`src/rtl/alu_unit_if.sv`:
```
// alu_unit_if: operand/opcode and result/flags bundle for the ALU
interface alu_unit_if;
    logic [31:0] A;
    logic [31:0] B;
    logic [3:0]  INST;
    logic [31:0] Z;
    logic [3:0]  FLAGS;

    modport master (output A, output B, output INST, input Z, input FLAGS);
    modport slave  (input A, input B, input INST, output Z, output FLAGS);
endinterface

```
`src/rtl/alu_unit.sv`:
```
// alu_unit: 32-bit registered-input ALU with 16 opcodes and OVF/CARRY/ZERO flags
module alu_unit (
    input logic       CLOCK,
    input logic       RESET,
    alu_unit_if.slave bus
);
    logic [31:0] a_q, b_q, a_d, b_d;
    logic [3:0]  inst_q, inst_d;
    logic [31:0] x, y, z;
    logic        cin, arith;
    logic [32:0] sum;

    // next-state for the input registers: reset loads the A+B opcode with zero operands
    always_comb begin
        a_d    = RESET ? 32'h0 : bus.A;
        b_d    = RESET ? 32'h0 : bus.B;
        inst_d = RESET ? 4'h2 : bus.INST;
    end

    // capture operands and opcode every rising edge
    always_ff @(posedge CLOCK) begin
        a_q    <= a_d;
        b_q    <= b_d;
        inst_q <= inst_d;
    end

    // route operands into the single shared adder; logic ops bypass it
    always_comb begin
        x     = 32'h0;
        y     = 32'h0;
        cin   = 1'b0;
        arith = 1'b1;
        case (inst_q)
            4'h0: begin x = a_q; cin = 1'b1; end
            4'h1: begin x = a_q; y = 32'hFFFF_FFFF; end
            4'h2: begin x = a_q; y = b_q; end
            4'h3: begin x = a_q; y = ~b_q; cin = 1'b1; end
            4'h4: begin x = a_q[31] ? 32'h0 : a_q; y = a_q[31] ? ~a_q : 32'h0; cin = a_q[31]; end
            4'h5: begin y = ~a_q; cin = 1'b1; end
            4'h7: begin y = ~b_q; cin = 1'b1; end
            default: arith = 1'b0;
        endcase
        sum = {1'b0, x} + {1'b0, y} + {32'h0, cin};
    end

    // select the result and derive flags from the captured operands
    always_comb begin
        case (inst_q)
            4'h8:    z = a_q & b_q;
            4'h9:    z = a_q | b_q;
            4'hA:    z = a_q ^ b_q;
            4'hB:    z = ~b_q;
            4'hC:    z = a_q;
            4'hD:    z = ~a_q;
            4'hF:    z = 32'hFFFF_FFFF;
            default: z = arith ? sum[31:0] : 32'h0;
        endcase
        bus.Z        = z;
        bus.FLAGS[0] = arith & (x[31] == y[31]) & (z[31] != x[31]);
        bus.FLAGS[1] = arith & sum[32];
        bus.FLAGS[2] = (z == 32'h0);
        bus.FLAGS[3] = 1'b0;
    end
endmodule

```
`src/flat_wrapper.sv`:
```
// flat-port wrapper written by rule: the top's interface ports become plain ports
module alu_unit_flat 
  (CLOCK, RESET, bus_A, bus_B, bus_INST, bus_Z, bus_FLAGS);
  alu_unit_if bus_i ();
  input logic CLOCK;
  input logic RESET;
  input wire logic [$bits(bus_i.A)-1:0] bus_A;
  input wire logic [$bits(bus_i.B)-1:0] bus_B;
  input wire logic [$bits(bus_i.INST)-1:0] bus_INST;
  output wire logic [$bits(bus_i.Z)-1:0] bus_Z;
  output wire logic [$bits(bus_i.FLAGS)-1:0] bus_FLAGS;
  assign bus_i.A = bus_A;
  assign bus_i.B = bus_B;
  assign bus_i.INST = bus_INST;
  assign bus_Z = bus_i.Z;
  assign bus_FLAGS = bus_i.FLAGS;
  alu_unit u_core (.CLOCK(CLOCK), .RESET(RESET), .bus(bus_i));
endmodule
```
`config.mk`:
```
export PLATFORM = sky130hd
export DESIGN_NAME = alu_unit_flat
export DESIGN_NICKNAME = d
export VERILOG_FILES = /design/src/rtl/alu_unit_if.sv /design/src/rtl/alu_unit.sv /design/src/flat_wrapper.sv
export SDC_FILE = /design/constraint.sdc
export NUM_CORES = 1
export LEC_CHECK = 0
export ABC_AREA = 1
export BUFFER_PORTS_ARGS = -buffer_cell sky130_fd_sc_hd__buf_4
export CAP_MARGIN = 20
export CORE_ASPECT_RATIO = 1.2
export CORE_MARGIN = 10
export CORE_UTILIZATION = 60
export DETAILED_ROUTE_END_ITERATION = 10
export PLACE_DENSITY = 0.94
export SETUP_SLACK_MARGIN = 0.15
export SKIP_CTS_REPAIR_TIMING = 1
export SLEW_MARGIN = 20
export SYNTH_ARGS = -nofsm -noshare
export SYNTH_HDL_FRONTEND = slang
export SYNTH_SLANG_ARGS = --single-unit
```
`constraint.sdc`:
```
create_clock -name CLOCK -period 6.35 [get_ports CLOCK]
set_input_delay 0.635 -clock CLOCK [delete_from_list [all_inputs] [get_ports CLOCK]]
set_output_delay 0.635 -clock CLOCK [all_outputs]
set_load 0.05 [all_outputs]
```
[After elaboration in Yosys (flattened, before gate mapping)]
Index checks and enable logic that the tools add are counted.
Storage, ports and cells
  logic and storage cells: 42
  input port bits: 70
  register bits after elaboration: 68
  output and inout port bits: 36
Operators by class
  reductions and logical operators: 6
  muxes and demuxes: 8
  bitwise gates (word level): 8
  equality and inequality tests: 15
  add/sub/neg operators: 2
Operator list (number)
  32-bit case mux with 7 select lines: 1
  32-bit case mux with 5 select lines: 1
  32-bit 2-to-1 mux: 2
  32-bit NOT: 2
  32-bit case mux with 2 select lines: 1
  32-bit by 32-bit adder with 33-bit output: 1
  33-bit by 1-bit adder with 33-bit output: 1
  32-bit AND: 1
  32-bit zero test: 1
  32-bit bitwise OR: 1
  32-bit XOR: 1
  31-bit 2-to-1 mux: 1
  4-bit == test (second input constant): 7
  4-bit by 3-bit == test with 1-bit output (second input constant): 3
  4-bit by 2-bit == test with 1-bit output (second input constant): 2
  4-bit OR reduction: 2
  7-bit OR reduction: 1
  4-bit by 1-bit == test with 1-bit output (second input constant): 1
  4-bit zero test: 1
  1-bit AND: 3
  1-bit case mux with 2 select lines: 1
  2-bit OR reduction: 1
  1-bit == test: 1
  1-bit 2-to-1 mux: 1
  1-bit inequality test: 1

[Logic depth before layout (Yosys ltp)]
  depth after elaboration: 9
  gate-level depth with buffers: 27
  depth with buffers taken out: 26

[Least setup slack after synthesis]
No wires, ideal clock.
  path type: flip-flop to output port
  start point: register u_core.inst_q[0]
  end point: output bus_FLAGS[0]
  stages on the path, launching flop included: 20
  setup slack: 1.530 ns
  required time: 5.715 ns
  data arrival time: 4.185 ns
  buffers on the path: 1
  cell sequence: dfxtp_1 > inv_2 > nand2_2 > nor2_1 > a21oi_1 > clkbuf_1 > o211ai_1 > fa_1 > nand2_1 > nand2_1 > nand4_1 > nand2_1 > nand2_1 > nand2_1 > nand2_1 > nand2_1 > nand2_1 > nand3_1 > xnor2_1 > nor3_1
On the way
  word-level cells in the longest chain between the ends: 9
  elaborated cells on any way between the ends: 30
  those cells by class: add/sub: 2; eq/ne: 15; mux: 6; bitwise: 2; reduce/logical: 5
Ends and longest elaborated chain
  start: declaration: RTL line alu_unit.sv:8  | logic [3:0] inst_q, inst_d;
  start signal: assignment: RTL line alu_unit.sv:24  | inst_q <= inst_d;
  4-bit by 1-bit == test with 1-bit output, or another cell as far along: RTL line alu_unit.sv:33  | case (inst_q)
  4-bit OR reduction (no source line) or 2-bit OR reduction (tied branches)
  32-bit case mux with 2 select lines or 32-bit case mux with 5 select lines (tied branches): RTL line alu_unit.sv:33
  32-bit by 32-bit adder with 33-bit output: RTL line alu_unit.sv:43  | sum = {1'b0, x} + {1'b0, y} + {32'h0, cin};
  33-bit by 1-bit adder with 33-bit output: RTL line alu_unit.sv:43
  32-bit 2-to-1 mux: RTL line alu_unit.sv:56  | default: z = arith ? sum[31:0] : 32'h0;
  32-bit case mux with 7 select lines (*): RTL line alu_unit.sv:48  | case (inst_q)
  via bus_Z[31]: RTL line flat_wrapper.sv:10  | output wire logic [$bits(bus_i.Z)-1:0] bus_Z;
  1-bit inequality test (*): RTL line alu_unit.sv:59  | bus.FLAGS[0] = arith & (x[31] == y[31]) & (z[31] != x[31]);
  1-bit AND (*): RTL line alu_unit.sv:59
  end: declaration: RTL line flat_wrapper.sv:11  | output wire logic [$bits(bus_i.FLAGS)-1:0] bus_FLAGS;
The timed path passes the listed nets; every way through them passes the cells marked *.

[Worst setup path in the final report]
  start point: register u_core.inst_q[3]
  end point: output bus_FLAGS[2]
On the way
  word-level cells in the longest chain between the ends: 8
  elaborated cells on any way between the ends: 27
  those cells by class: add/sub: 2; eq/ne: 13; mux: 6; reduce/logical: 6
Ends and longest elaborated chain
  4-bit by 1-bit == test with 1-bit output, or another cell as far along: RTL line alu_unit.sv:33
  4-bit OR reduction (no source line) or 2-bit OR reduction (tied branches)
  32-bit case mux with 2 select lines or 32-bit case mux with 5 select lines (tied branches): RTL line alu_unit.sv:33
  32-bit by 32-bit adder with 33-bit output: RTL line alu_unit.sv:43
  33-bit by 1-bit adder with 33-bit output: RTL line alu_unit.sv:43
  32-bit 2-to-1 mux: RTL line alu_unit.sv:56
  32-bit case mux with 7 select lines (*): RTL line alu_unit.sv:48
  32-bit zero test (*): RTL line alu_unit.sv:61  | bus.FLAGS[2] = (z == 32'h0);
Mark *: on every way between the ends. The rest lies on a longest branch, timed or not.

==> metrics.txt <==
status finished clean; Distinct cells, synth 38; Die X-Extent 125 microns; highest clock rate 0.192 GHz; Yosys Warn Count 0; Final setup viols 0; post-route cell area ~9100 sq um; Post-synth EDFFs 0; most frequent cells in the layout 409 x nand2_1, 290 x inv_1, 205 x nor2_1; Slew HR 0.285; Sw Pwr 689 uW; PD cells 185 nW/um^2; CTS Buffer Depth 2; clock root cell clkbuf_16; Tmin final approximately 5200 ps; IO Pins 106; static leakage 5.31 nW; Sw Share 0.409; routed wire length 28.3 mm; gp weighted congestion 0.996; initial antenna violation count 0; Final period util 0.822; Cells after Synth 1418; grt peak-use layer met2; Port Buf Inserts 104; Synth Net Count about 1.6k; HPWL after detailed placement 20.9 mm; diode count 0; RSZ-0062 raised after global routing no; most common cell after layout, fill and taps aside nand2_1; share of cells above drive strength 1 0.0981; NumNets Final 1662; Synth async-reset ratio 0; CP required 5710 ps; Final Hold Viols 0; Startpoint Class flip-flop; drt first pass iters 8; met3 global-route usage 0.0645; logic gate share of total power 0.424; TritonCTS Buffers 9; area delta synth->final 13.9%; worst min-delay path category primary input to flip-flop; endpoint type of the worst setup path primary output; # rows 46; crit path max fanout 31; met1 Track Usage GR 0.378; initial core utilization 0.610; met2 Usage GRT 0.484; Total Neg Setup Slack 0 ps; Post-Syn Area per Cell 5.64 sq um; Final ANT Viol Nets 0; first-pass GRT wire length 45.6 mm; CTS tree done; Reg power frac 0.285; Placed Area 8820 sq um; Worst Max-Slew Pin Slew around 1100 ps; Hold WS ~500 ps; Clock Sinks 68; main flop type after synthesis dfxtp_1; vias per cell 5.64; Core Area 13100 sq um; internal cell power 996 uW; Die Area 18400 sq um; via count of the first global-routing pass 8866; H-tree depth 3; routed len/inst 17.0 microns; maxcap violations 0; Tot GR Track Use 0.296; DR iter-0 viols between 1k and 1.5k; Synth Cell Area 8000 sq um; Reg clk slew, reported paths 50 ps; drt drc 0; Yosys reg bits approximately 70; Clock Power Share 0.291; crit path DAT ~4600 ps; GRT overflow 0; post-synthesis sequential area ratio 0.170; die height 147 microns; critical path type flip-flop to primary output; VDD IR max 0.237 mV; DR vias 9401; Layout fillers 1131; pins over their slew limit 0; largest net degree at the start of global routing between 60 and 70
## logic make-up after synthesis
logic type,share of synthesized area
buffers and inverters,0.166
other,0.000469
AOI/OAI and AO/OA,0.132
DFF,0.170
and+or+nand+nor,0.376
xor gates and xnor gates,0.00109
adders and majority gates,0.154
## per-layer routing
| metal | part of all wire | wire (microns) | up-vias |
|---|---|---|---|
| li1 | - | - | 4546 |
| met1 | 0.40 | 11400 | 4101 |
| met2 | 0.45 | 12800 | 672 |
| met3 | 0.12 | 3360 | 82 |
| met4 | 0.028 | 799 | 0 |
| met5 | 0 | 0 | - |
## sequential cells by signal (all words and copies together), names as in the netlist
signal	flops
u_core.a_q	32
u_core.b_q	32
u_core.inst_q	4
## cell usage after synthesis (2+ instances only)
library cell / n / share of area
buf_4: 4 / 0.0038
o22ai_1: 21 / 0.016
nor2_2: 3 / 0.0023
nand2_1: 409 / 0.19
and2_1: 3 / 0.0023
nand2_2: 5 / 0.0039
buf_6: 2 / 0.0028
o21ai_0: 52 / 0.033
nand3b_1: 11 / 0.010
o221ai_1: 4 / 0.0044
o21ai_1: 8 / 0.0050
nor2_1: 205 / 0.096
o211ai_1: 51 / 0.048
buf_1: 2 / 0.00094
dfxtp_1: 68 / 0.17
nand4_1: 12 / 0.0094
inv_1: 290 / 0.14
a21oi_1: 28 / 0.018
inv_2: 10 / 0.0047
o21bai_1: 2 / 0.0019
clkbuf_1: 22 / 0.010
fa_1: 2 / 0.0050
nand2_4: 3 / 0.0042
nor3_1: 25 / 0.016
nand3_1: 56 / 0.035
buf_2: 12 / 0.0075
a211oi_1: 3 / 0.0028
ha_1: 95 / 0.15
## final cells by class
type | count | area, sq um | area share
clock buffers | 12 | 256 | 0.0281
multi-input cells | 1008 | 5320 | 0.583
well taps | 168 | 210 | 0.0231
repair buffers | 108 | 811 | 0.0889
clock inverters | 2 | 35.0 | 0.00384
flip-flops and latches | 68 | 1360 | 0.149
inverters | 300 | 1130 | 0.124
## stage by stage
stage,util,total power [mW],cells,setup slack [ps]
after floorplan,-,0.960,1418,1530
after global placement,0.672,1.17,1652,1670
after detailed placement,0.672,1.18,1652,1630
after CTS,0.695,1.67,1666,1250
after global routing,0.695,1.77,1666,747
final,0.695,1.69,1666,1130
## power by group through the flow
stage / combinational [mW] / sequential (mW) / clock (mW)
global route: 0.778 / 0.480 / 0.509
CTS: 0.703 / 0.477 / 0.492
floorplan: 0.484 / 0.475 / 0
global placement: 0.685 / 0.483 / 0
detailed placement: 0.693 / 0.485 / 0
finish: 0.715 / 0.480 / 0.490
## worst max-delay path, stage by stage, from the launching register on
cell      delay, ps
dfxtp_1         480
nor2_1           80
inv_1           130
nor2_1           70
inv_1           750
o211ai_1        240
fa_1            530
inv_1           120
fa_1            170
inv_1            70
nand2_1          80
nand2_1          80
and2_1          160
nor2_1          100
nor2_1           50
nor2_1          130
nand2_1          70
nor2_1          100
nand2_1          60
nor2_1          120
nand3_1         120
nor2_1          110
nand2_1         100
nor2_1          100
buf_4           200
## worst paths after layout
check	from	endpoint	slack, ps	cells after the start
setup / recovery	u_core.inst_q[3]	bus_FLAGS[2]	1130	24
hold / removal	bus_B[5]	u_core.b_q[5]	500	3
Power figures use the tool's default switching activity.
